File: config.mk
export PLATFORM = sky130hd
export DESIGN_NAME = bdf_prog_sequencer
export DESIGN_NICKNAME = d
export VERILOG_FILES = /design/src/rtl/bdf_prog_sequencer.sv
export SDC_FILE = /design/constraint.sdc
export NUM_CORES = 1
export LEC_CHECK = 0
export BUFFER_PORTS_ARGS = -buffer_cell sky130_fd_sc_hd__buf_4
export CORE_ASPECT_RATIO = 0.9
export CORE_MARGIN = 2
export CORE_UTILIZATION = 45
export DETAILED_ROUTE_END_ITERATION = 6
export PLACE_DENSITY = 0.73
export SYNTH_ARGS = -nofsm -noshare
export SYNTH_HDL_FRONTEND = slang
export SYNTH_SLANG_ARGS = --single-unit
File: constraint.sdc
create_clock -name clk2 -period 2.9 [get_ports clk2]
set_input_delay 0.29 -clock clk2 [delete_from_list [all_inputs] [get_ports clk2]]
set_output_delay 0.29 -clock clk2 [all_outputs]
set_load 0.01 [all_outputs]
File: src/rtl/bdf_prog_sequencer.sv
// Host-programmable control sequencer for bdf: streams a stored code-word program,
// then runs start/stop windows. Optional checksum: define BDF_PROG_SEQ_CKSUM_EN.
//
// state   | meaning
// --------+--------------------------------------------------
// S_IDLE  | waiting for go; store writable
// S_LOAD  | streaming store[0..len-1] with load_ctrl high
// S_GAP   | one settle cycle, last word held on ctrl_out
// S_RUN   | start_ctrl high for RUN_CYCLES
// S_DRAIN | stop_ctrl high for DRAIN_CYCLES
// S_DONE  | one-cycle done pulse
module bdf_prog_sequencer #(
  parameter int CTRL_WIDTH   = 8,
  parameter int PROG_DEPTH   = 16,
  parameter int RUN_CYCLES   = 1000,
  parameter int DRAIN_CYCLES = 1000,
  localparam int AW = $clog2(PROG_DEPTH),
  localparam int LW = $clog2(PROG_DEPTH + 1)
) (
  input  logic                  clk2,
  input  logic                  rst2_n,
  input  logic                  prog_we,
  input  logic [AW-1:0]         prog_addr,
  input  logic [CTRL_WIDTH-1:0] prog_data,
  input  logic [LW-1:0]         prog_len,
  input  logic                  go,
  input  logic                  abort,
  output logic [CTRL_WIDTH-1:0] ctrl_out,
  output logic                  load_ctrl,
  output logic                  start_ctrl,
  output logic                  stop_ctrl,
  output logic                  busy,
  output logic                  done,
  output logic                  err,
  output logic [CTRL_WIDTH-1:0] cksum
);

  localparam int TMAX = (RUN_CYCLES > DRAIN_CYCLES) ? RUN_CYCLES : DRAIN_CYCLES;
  localparam int TW   = (TMAX > 1) ? $clog2(TMAX) : 1;

  typedef enum logic [2:0] {
    S_IDLE, S_LOAD, S_GAP, S_RUN, S_DRAIN, S_DONE
  } state_t;

  state_t                state;
  logic [CTRL_WIDTH-1:0] store [PROG_DEPTH];
  logic [LW-1:0]         addr;
  logic [LW-1:0]         len_q;
  logic [TW-1:0]         tmr;
  logic [AW-1:0]         rd_idx;
  logic [CTRL_WIDTH-1:0] rd_word;
  logic                  go_ok;
  logic                  load_adv;

  always_comb begin
    go_ok    = go && (prog_len != '0) && (int'(prog_len) <= PROG_DEPTH);
    load_adv = (state == S_LOAD) && !abort && (addr != len_q);
    rd_idx   = (state == S_IDLE) ? '0 : addr[AW-1:0];
    rd_word  = store[rd_idx];
    // a write to word 0 in the go cycle must be what LOAD streams first
    if (state == S_IDLE && prog_we && prog_addr == '0)
      rd_word = prog_data;
  end

  always_ff @(posedge clk2) begin
    if (prog_we && state == S_IDLE && int'(prog_addr) < PROG_DEPTH)
      store[prog_addr] <= prog_data;
  end

  always_ff @(posedge clk2 or negedge rst2_n) begin
    if (!rst2_n) begin
      state      <= S_IDLE;
      addr       <= '0;
      len_q      <= '0;
      tmr        <= '0;
      ctrl_out   <= '0;
      load_ctrl  <= 1'b0;
      start_ctrl <= 1'b0;
      stop_ctrl  <= 1'b0;
      busy       <= 1'b0;
      done       <= 1'b0;
      err        <= 1'b0;
    end else begin
      done <= 1'b0;
      err  <= 1'b0;
      case (state)
        S_IDLE: begin
          if (go_ok) begin
            state     <= S_LOAD;
            len_q     <= prog_len;
            ctrl_out  <= rd_word;
            load_ctrl <= 1'b1;
            addr      <= LW'(1);
            busy      <= 1'b1;
          end else if (go) begin
            err <= 1'b1;
          end
        end
        S_LOAD: begin
          if (abort) begin
            state     <= S_IDLE;
            load_ctrl <= 1'b0;
            ctrl_out  <= '0;
            busy      <= 1'b0;
            err       <= 1'b1;
          end else if (load_adv) begin
            ctrl_out <= rd_word;
            addr     <= addr + LW'(1);
          end else begin
            state     <= S_GAP;
            load_ctrl <= 1'b0;
          end
        end
        S_GAP: begin
          if (abort) begin
            state    <= S_IDLE;
            ctrl_out <= '0;
            busy     <= 1'b0;
            err      <= 1'b1;
          end else begin
            state      <= S_RUN;
            start_ctrl <= 1'b1;
            tmr        <= TW'(RUN_CYCLES - 1);
          end
        end
        S_RUN: begin
          // abort cuts the run short but still gets a full drain window
          if (abort || tmr == '0) begin
            state      <= S_DRAIN;
            start_ctrl <= 1'b0;
            stop_ctrl  <= 1'b1;
            tmr        <= TW'(DRAIN_CYCLES - 1);
          end else begin
            tmr <= tmr - TW'(1);
          end
        end
        S_DRAIN: begin
          if (tmr == '0) begin
            state     <= S_DONE;
            stop_ctrl <= 1'b0;
            done      <= 1'b1;
          end else begin
            tmr <= tmr - TW'(1);
          end
        end
        S_DONE: begin
          state    <= S_IDLE;
          ctrl_out <= '0;
          busy     <= 1'b0;
        end
        default: state <= S_IDLE;
      endcase
    end
  end

`ifdef BDF_PROG_SEQ_CKSUM_EN
  always_ff @(posedge clk2 or negedge rst2_n) begin
    if (!rst2_n)
      cksum <= '0;
    else if (state == S_IDLE && go_ok)
      cksum <= rd_word;
    else if (load_adv)
      cksum <= cksum ^ rd_word;
  end
`else
  assign cksum = '0;
`endif

endmodule
==> results.py, run 1 <==
metrics = {
    "outcome": {
        "outcome": "finished clean",
    },
    "job": {
        "cap_violations": 0,
    },
    "logic_synthesis": {
        "syn_avg_cell_area_um2": 13.05,
        "synthAdderAreaFrac_pct": 0.3504,
        "synth_top_family_by_area": "simple AND/OR/NAND/NOR gates",
        "ys_warn_count": 0,
        "synth_seq_area_share_pct": 66.80,
        "synth_area_mm2": 0.007141,
        "synthFlopType": "edfxtp_1",
        "synth-simple-area-share_pct": 14.19,
        "synth_edf_count": 128,
        "post_synth_xor_area_fraction_pct": 1.717,
        "synth-compound-area-share_pct": 7.990,
        "muxShareOfSynthArea_pct": 6.431,
        "synth_cell_type_count": 59,
        "async_flop_share_pct": 22.42,
        "netlist_instances": 547,
        "ys_seq_elements": 165,
    },
    "critical_path": {
        "worst_path_max_delay_cell": "nor2_1",
        "endpoint_kind": "register",
        "cp_cell_sequence": "buf_4 > nor3_2 > nand3_1 > nor2_1",
        "crit_fanout": 23,
        "ff2ff_setup_slack_ns": 0.40,
        "critPathMaxStageDelay_ns": 0.68,
        "arrival_ns": 2.55,
        "required_ns": 2.95,
        "critPathLaunchType": "register",
        "critPathKind": "reg -> reg",
    },
    "floorplanning": {
        "core-area_mm2": 0.01549,
        "dieWidth_um": 136.8,
        "start_util_pct": 46.08,
        "die-area_mm2": 0.01689,
        "pin_count": 44,
        "rows": 43,
        "dieHeight_um": 123.5,
    },
    "drt": {
        "drt_iter0_drc": 590,
        "wl_per_cell_um": 20.62,
        "first_pass_iters": 6,
        "routed_wl_um": 16680,
        "viasPerCell": 5.820,
        "antenna_left": 0,
        "drc": 0,
        "vias": 4708,
    },
    "global_route": {
        "grt_pass1_vias": 4529,
        "grt_overflow": 0,
        "antenna_found_initial": 0,
        "grt_usage_pct": 21.29,
        "grt_pass1_wl_um": 26090,
        "grt_max_degree": 38,
    },
    "placed_design": {
        "dp_hpwl_um": 11360,
        "numPortBuffers": 35,
        "dp_cells": 776,
        "gp_congestion": 0.9728,
    },
    "timing": {
        "timing.final.crit_share_pct": 86.10,
        "hold_viol": 0,
        "setup_viol": 0,
        "period_minus_slack_ns": 2.497,
        "max_slew.worst_pin.slew_ns": 1.040,
        "max_freq_mhz": 400.5,
        "fin_tns_setup_ns": 0,
        "rsz0062_at_grt": "false",
        "slew_viol_final": 0,
        "relSlewSlack_pct": 30.50,
        "skew_ns": 0.01053,
    },
    "cells_and_area": {
        "layout.cells.non_filler": 809,
        "multiInputGateArea_mm2": 0.002226,
        "antenna_cells": 0,
        "nFillCells": 1289,
        "syn_to_final_growth_pct": 14.91,
        "regArea_mm2": 0.004770,
        "layout-drive-gt1-share_pct": 16.80,
        "nets": 618,
    },
    "clocking": {
        "cts_tree": "yes",
        "clk_path_buf_depth": 2,
        "cts_buffers": 17,
        "htree_levels": 4,
        "clk_pin_slew_ns": 0.06,
        "cts_resized": 0,
        "insertion_delay_ns": 0.43,
        "cts-root-buf": "clkbuf_16",
        "clock-sinks": 165,
    },
    "hold_path": {
        "hold_path_class": "in -> reg",
    },
    "pwr": {
        "vdd_ir_drop_max_mv": 0.5124,
        "power_mw": 6.866,
        "p_leak_nw": 2.978,
        "power_density_mw_per_mm2": 836.7,
    },
}
## flip-flops by register name, indices dropped and copies added, names as in the netlist
register    flops
tmr            10
state           3
stop_ctrl       1
start_ctrl      1
err             1
store         128
done            1
ctrl_out        8
load_ctrl       1
addr            5
len_q           5
busy            1
## path summary, 6_finish.rpt
kind | cells after the start | startpoint | to
hold / removal | 2 | prog_len[0] | len_q[0]
setup / recovery | 4 | state[1] | store[4][2]
setup reg to reg | 4 | state[1] | store[4][2]
hold reg to reg | 1 | len_q[3] | len_q[3]
min in group asynchronous | 2 | rst2_n | err
max in group asynchronous | 2 | rst2_n | ctrl_out[1]
## final cells by class
type | count | share of cell area [%]
multi-input cells | 355 | 27.13
clock inverters | 14 | 1.510
clock buffers | 18 | 5.230
repair buffers | 52 | 4.788
inverters | 3 | 0.1372
well taps | 202 | 3.080
flip-flops and latches | 165 | 58.13
## critical path, delay by kind of cell (launching register included)
| kind | cells | cell delay, ns |
|---|---|---|
| flops | 1 | 0.38 |
| simple gates | 3 | 1.53 |
| buf+inv | 1 | 0.21 |
## per-stage QoR
stage	setup WS [ns]	hold WS, ns	instance area (um2)	util, %
detailed placement	0.4239	0.2969	7642	49.32
global placement	0.5054	0.2865	7642	49.32
global route	0.2298	0.1045	8205	52.96
floorplan	0.7874	-0.005591	7167	-
finish	0.4030	0.1094	8205	52.96
CTS	0.4203	0.09368	8205	52.96
## synthesized netlist by cell type, types with 4 or more instances
master | number | share of area (%)
mux2_2 | 6 | 0.95
mux4_1 | 6 | 2.2
a22oi_1 | 8 | 0.84
a31oi_1 | 12 | 1.1
nand3_1 | 20 | 1.4
o21ai_0 | 11 | 0.77
nand2_1 | 114 | 6.0
nand2b_1 | 5 | 0.44
clkbuf_1 | 14 | 0.74
a221oi_1 | 6 | 0.74
xnor2_1 | 6 | 0.74
mux4_2 | 9 | 2.8
nor3_1 | 6 | 0.42
buf_4 | 9 | 0.95
edfxtp_1 | 128 | 54
nor4_1 | 4 | 0.35
buf_2 | 6 | 0.42
nor2b_1 | 4 | 0.35
a211o_1 | 8 | 0.98
nor2_1 | 44 | 2.3
a21oi_1 | 18 | 1.3
xor2_1 | 8 | 0.98
dfrtp_1 | 37 | 13
## report_power, final
group	internal, mW	leakage [nW]	switching (mW)
registers	2.75	1.60	0.166
clock network	1.18	0.268	0.928
logic	0.754	1.11	1.08
total	4.69	2.98	2.17
## kinds of logic (layout without fill, tap and decap cells)
group | Yosys count | in the layout
compound gates | 85 | 85
xor+xnor | 14 | 14
flops | 165 | 165
buf+inv | 34 | 87
mux | 24 | 24
other cells | 1 | 8
simple gates | 222 | 222
fa+ha+maj | 2 | 2
## layer usage
metal	part of all wire, %	global-route usage [%]	wire length [um]	vias to the layer above
met4	2.1	7.732	343	0
li1	-	-	-	2127
met3	7.5	4.223	1252	29
met2	47	31.97	7859	211
met5	0	0	0	-
met1	43	31.05	7223	2341
## what timing repair did
item | in CTS | in global routing
hold buffers | 1 | 0
setup buffers | 0 | 0
endpoints found under the hold margin | 37 | 0
setup endpoints to repair | 0 | 0
## cell usage in the layout (no fill, tap or decap), types with 8 or more instances in the layout
master     count
dfrtp_1       37
nor2_1        44
a211o_1        8
buf_4         51
a31oi_1       12
nand2_1      114
mux4_2         9
o21ai_0       11
clkbuf_16     17
xor2_1         8
edfxtp_1     128
a21oi_1       18
nand3_1       20
conb_1         8
a22oi_1        8
Power figures use the tool's default switching activity.
==> run 2, diff against run 1 <==
- ABC_AREA: not set -> 1
==> run 2 against run 1 <==
Against the previous run: clock power is 3% higher; die area is 3.8% higher; sequential share of layout area is 0.90 points lower; setup slack better by 0.27 ns; power is 16% higher; first-iteration DRC count is 0.68% higher; area after synthesis is 3.9% higher; highest routed layer unchanged; register-to-register slack better by 0.27 ns; final cell count is 19% higher; via count is 14% higher; non-clock buffer count is 11 lower; global-route usage is 1.3 points lower.
==> results.py, run 2 <==
metrics = {
    "outcome": {
        "outcome": "finished clean",
    },
    "floorplanning": {
        "start_util_pct": 46.01,
        "die-area_mm2": 0.01754,
        "core-area_mm2": 0.01613,
        "dieHeight_um": 125.8,
        "pin_count": 44,
        "rows": 44,
        "dieWidth_um": 139.4,
    },
    "logic_synthesis": {
        "yosysTopAreaCellShare_pct": 51.80,
        "synth-simple-area-share_pct": 26.88,
        "syn_avg_cell_area_um2": 10.29,
        "netlist_instances": 721,
        "ys_seq_elements": 165,
        "async_flop_share_pct": 22.42,
        "synthFlopType": "edfxtp_1",
        "post_synth_xor_area_fraction_pct": 0.8262,
        "yosysMostFrequentCell": "nand3_1",
        "synth_top_family_by_area": "simple AND/OR/NAND/NOR gates",
        "synth_cell_type_count": 37,
        "ys_warn_count": 0,
        "muxShareOfSynthArea_pct": 0,
        "synthAdderAreaFrac_pct": 0.3372,
        "synth.area.top_cells": "edfxtp_1, nand3_1, dfrtp_1",
        "synth_commonest_cells": "nand3_1, nand2_1, edfxtp_1",
        "synth_edf_count": 128,
        "synth_seq_area_share_pct": 64.27,
        "synth_area_mm2": 0.007421,
        "synth_area_leader_cell": "edfxtp_1",
        "synth-compound-area-share_pct": 2.344,
    },
    "drt": {
        "antenna_left": 0,
        "first_pass_iters": 6,
        "routed_wl_um": 16800,
        "wl_per_cell_um": 17.43,
        "drt_iter0_drc": 594,
        "drc": 0,
        "vias": 5372,
        "viasPerCell": 5.573,
    },
    "hold_path": {
        "hold_path.startpoint": "prog_len[2]",
        "hold_path_class": "in -> reg",
    },
    "timing": {
        "hold_viol": 0,
        "hold_slack_ns": 0.1492,
        "max_freq_mhz": 448.4,
        "slew_viol_final": 0,
        "max_slew.worst_pin.slew_ns": 0.8717,
        "period_minus_slack_ns": 2.230,
        "relSlewSlack_pct": 41.67,
        "skew_ns": 0.007644,
        "rsz0062_at_grt": "false",
        "setup_viol": 0,
        "timing.final.crit_share_pct": 76.90,
        "fin_tns_setup_ns": 0,
    },
    "cells_and_area": {
        "final_area_mm2": 0.008337,
        "largest_reg_flops": 128,
        "nets": 769,
        "nFillCells": 1393,
        "top_regs": "store (128), tmr (10), ctrl_out (8)",
        "mostFrequentLayoutCells": "nand3_1, nand2_1, edfxtp_1",
        "final_common_cell": "nand3_1",
        "antenna_cells": 0,
        "regMostFlops": "store",
        "syn_to_final_growth_pct": 12.34,
        "layout-drive-gt1-share_pct": 13.61,
    },
    "global_route": {
        "grt_usage_pct": 19.96,
        "grt_overflow": 0,
        "grt_pass1_wl_um": 26920,
        "antenna_found_initial": 0,
        "grt_pass1_vias": 4909,
        "grt_max_degree": 65,
    },
    "clocking": {
        "clock-sinks": 165,
        "cts_buffers": 17,
        "cts_resized": 0,
        "cts_tree": "yes",
        "cts_hold_buf": 1,
        "htree_levels": 4,
        "cts-root-buf": "clkbuf_16",
        "postCtsSetupRepairBufs": 0,
        "clk_path_buf_depth": 2,
        "insertion_delay_ns": 0.43,
        "clk_pin_slew_ns": 0.06,
    },
    "critical_path": {
        "crit_fanout": 32,
        "required_ns": 3.22,
        "worst_path_max_delay_cell": "inv_2",
        "endpoint_kind": "register",
        "cp_cell_sequence": "inv_2 > nand2_4 > nand2_2 > inv_2 > nand3_1 > nand3_1 > nand3_1 > nand2_1 > nand2_1 > nand2_1 > nand2_1",
        "critPathMaxStageDelay_ns": 0.53,
        "cpMostUsedCell": "nand2_1",
        "cp_num_buf_inv": 2,
        "r2r-start": "state[2]",
        "critPathLaunchType": "register",
        "startpoint": "state[2]",
        "crit_family": "simple AND/OR/NAND/NOR gates",
        "arrival_ns": 2.55,
        "critPathKind": "reg -> reg",
    },
    "job": {
        "cap_violations": 0,
    },
    "pwr": {
        "power_density_mw_per_mm2": 958.3,
        "p_leak_nw": 3.351,
        "vdd_ir_drop_max_mv": 0.9411,
    },
    "placed_design": {
        "placed_cell_area_mm2": 0.007765,
        "dp_hpwl_um": 10660,
        "numPortBuffers": 35,
        "gp_congestion": 0.8901,
    },
}
run 2: cell count changes after synthesis, sizes merged, moves of 9 or more:
cell / change
nand3: +176
nand2: +57
inv: +32
buf: +21
nor2: +16
a21oi: -15
mux4: -15
a31oi: -11
clkbuf: -9
run 2: cell families after synthesis:
group	after synthesis
AO/OA/AOI/OAI	29
adder cells (fa/ha/maj)	2
flip-flops	165
XOR/XNOR	7
buffers and inverters	79
AND/OR/NAND/NOR	438
other	1
run 2: cell type report:
cell class                      count  area [um2]  share of cell area, %
Clock inverter                     12       128.9                  1.546
Tap cell                          207       259.0                  3.107
Clock buffer                       19       432.9                  5.193
Inverter                           36       137.6                  1.651
Sequential cell                   165        4771                  57.23
Timing Repair Buffer               41       322.8                  3.872
Multi-Input combinational cell    484        2285                  27.41
run 2: worst register-to-register path: cells and delay by family, from the launching register on:
family	cells	cell delay (ns)
buffers and inverters	2	0.64
flip-flops	1	0.47
AND/OR/NAND/NOR	9	1.02
run 2: where the power goes:
| part | switching [mW] | internal, mW | leakage [nW] |
|---|---|---|---|
| clock | 0.907 | 1.26 | 0.263 |
| sequential | 0.178 | 2.78 | 1.59 |
| combinational | 1.96 | 0.899 | 1.50 |
| total | 3.04 | 4.94 | 3.35 |
run 2: path summary, 6_finish.rpt:
kind                          endpoint  slack, ns  cells past startpoint
min in group asynchronous       tmr[4]       0.37                      2
max                        ctrl_out[2]       0.67                     11
max reg2reg                ctrl_out[2]       0.67                     11
min reg2reg                 start_ctrl       0.48                      2
max in group asynchronous      addr[0]       2.17                      2
min                           len_q[2]       0.15                      3
run 2: per-stage QoR:
stage / setup WS, ns / instances / total power [mW] / util (%)
final: 0.6700 / 964 / 7.989 / 51.68
after global routing: 0.4894 / 964 / 8.473 / 51.68
after CTS: 0.7201 / 964 / 7.990 / 51.68
after detailed placement: 0.7553 / 932 / 5.847 / 48.14
after global placement: 0.7851 / 932 / 5.823 / 48.14
after floorplan: 1.176 / 728 / 5.129 / -
run 2: per-layer routing:
layer	wire [um]	vias up	GRT usage (%)
met3	1300	47	4.183
met1	7308	2542	28.55
li1	-	2529	-
met2	7665	254	29.76
met5	0	-	0
met4	526	0	8.675
==> run 3, diff against run 2 <==
- clock period: 2.9 -> 2.3 ns (I/O delays scaled with it)
==> run 3 against run 2 <==
Against the previous run: flip-flop and latch count is the same; critical endpoint is now ctrl_out[1]; fmax grew 5.1%; highest routed layer unchanged; largest power group is now combinational logic; wire length rose by 5.0%; power rose by 29%.
==> results.py, run 3 (synthesis results as in run 2) <==
metrics = {
    "timing": {
        "rsz0062_at_grt": "false",
        "skew_ns": 0.008483,
        "relSlewSlack_pct": 51.09,
        "setup_viol": 0,
        "postLayoutSetupSlackWorst_ns": 0.1789,
        "period_minus_slack_ns": 2.121,
        "max_slew.worst_pin.slew_ns": 0.7245,
        "fin_tns_setup_ns": 0,
        "max_freq_mhz": 471.4,
        "hold_viol": 0,
        "timing.final.crit_share_pct": 92.22,
        "slew_viol_final": 0,
    },
    "drt": {
        "antenna_left": 0,
        "viasPerCell": 5.599,
        "drc": 0,
        "routed_wl_um": 17640,
        "vias": 5543,
        "drt_iter0_drc": 639,
        "first_pass_iters": 5,
        "wl_per_cell_um": 17.82,
    },
    "global_route": {
        "grt_max_degree": 65,
        "grt_pass1_vias": 5221,
        "grt_usage_pct": 21.15,
        "antenna_found_initial": 0,
        "grt_pass1_wl_um": 28520,
        "grt_overflow": 0,
    },
    "cells_and_area": {
        "syn_to_final_growth_pct": 15.34,
        "nets": 795,
        "final_common_cell": "nand3_1",
        "top_regs": "store (128), tmr (10), ctrl_out (8)",
        "nFillCells": 1391,
        "mostFrequentLayoutCells": "nand3_1, nand2_1, edfxtp_1",
        "regMostFlops": "store",
        "layout-drive-gt1-share_pct": 16.73,
        "antenna_cells": 0,
        "largest_reg_flops": 128,
    },
    "clocking": {
        "clock-sinks": 165,
        "cts_buffers": 17,
        "cts-root-buf": "clkbuf_16",
        "clk_pin_slew_ns": 0.06,
        "cts_tree": "yes",
        "clk_path_buf_depth": 2,
        "htree_levels": 4,
        "insertion_delay_ns": 0.43,
    },
    "critical_path": {
        "critPathKind": "reg -> reg",
        "arrival_ns": 2.44,
        "required_ns": 2.62,
        "crit_fanout": 17,
        "endpoint_kind": "register",
        "critPathLaunchType": "register",
    },
    "floorplanning": {
        "dieWidth_um": 139.4,
        "start_util_pct": 46.01,
        "rows": 44,
        "pin_count": 44,
        "die-area_mm2": 0.01754,
        "dieHeight_um": 125.8,
        "core-area_mm2": 0.01613,
    },
    "placed_design": {
        "pre_cts_ws_ns": 0.2380,
        "dp_hpwl_um": 11450,
        "numPortBuffers": 35,
        "gp_congestion": 0.8843,
    },
    "pwr": {
        "vdd_ir_drop_max_mv": 0.7634,
        "power_density_mw_per_mm2": 1201,
        "p_leak_nw": 3.487,
    },
    "job": {
        "cap_violations": 0,
    },
    "outcome": {
        "outcome": "finished clean",
    },
    "hold_path": {
        "hold_path_class": "in -> reg",
    },
}
## run 3: cell types whose count changed in the layout (fill, tap and decap cells not counted), sizes merged
cell,delta
buf,+26
clkbuf,-1
clkinvlp,+3
inv,-2
## run 3: final cells by class
| cell class | count | area [um2] | area share (%) |
|---|---|---|---|
| inverters | 36 | 137.6 | 1.608 |
| repair buffers | 67 | 543.0 | 6.344 |
| clock buffers | 18 | 429.2 | 5.014 |
| flip-flops and latches | 165 | 4771 | 55.74 |
| well taps | 207 | 259.0 | 3.026 |
| clock inverters | 13 | 135.1 | 1.579 |
| multi-input cells | 484 | 2285 | 26.69 |
## run 3: per-layer routing
layer  vias to the layer above  part of all wire, %  GRT usage (%)
li1                       2580                    -              -
met1                      2652                   44          31.26
met2                       269                   46          30.97
met3                        42                  7.8          5.057
met4                         0                  2.6          7.011
met5                         -                    0              0
## run 3: worst max-delay path, cell delays in order, from the launching register on
cell and delay [ns]:
dfrtp_1 0.46, nor2_4 0.18, nand2_4 0.15, nand2_2 0.23
buf_4 0.29, buf_4 0.15, nand3_1 0.09, nand3_1 0.09
nand3_1 0.09, nand2_1 0.09, nand2_1 0.05, nand2_1 0.07
nand2_1 0.05
## run 3: final timing paths
path | to | from | cells after the start | slack [ns]
worst max-delay path | ctrl_out[1] | state[1] | 12 | 0.18
worst min-delay path | len_q[2] | prog_len[2] | 3 | 0.05
worst max register to register | ctrl_out[1] | state[1] | 12 | 0.18
worst min register to register | load_ctrl | load_ctrl | 2 | 0.48
max in group asynchronous | addr[0] | rst2_n | 2 | 1.64
min in group asynchronous | tmr[9] | rst2_n | 2 | 0.30
## run 3: report_power, final
| group | internal, mW | switching (mW) |
|---|---|---|
| sequential | 3.51 | 0.246 |
| clock | 1.58 | 1.16 |
| combinational | 1.28 | 2.50 |
## run 3: repair_timing
item	4_1_cts	5_1_grt
setup buffers	0	0
endpoints found under the hold margin	37	0
hold buffers	1	0
resized for setup	0	0
## run 3: per-stage QoR
step                      utilization (%)  power, mW  std cells  hold WS, ns  area, um2
after CTS                           53.06      10.27        990      0.03998       8559
after global placement              49.50      7.473        958       0.2257       7985
after detailed placement            49.50      7.534        958       0.2286       7985
after global routing                53.06      10.92        990      0.06987       8559
after floorplan                         -      6.467        728     -0.06559       7447
final                               53.06      10.28        990      0.04930       8559
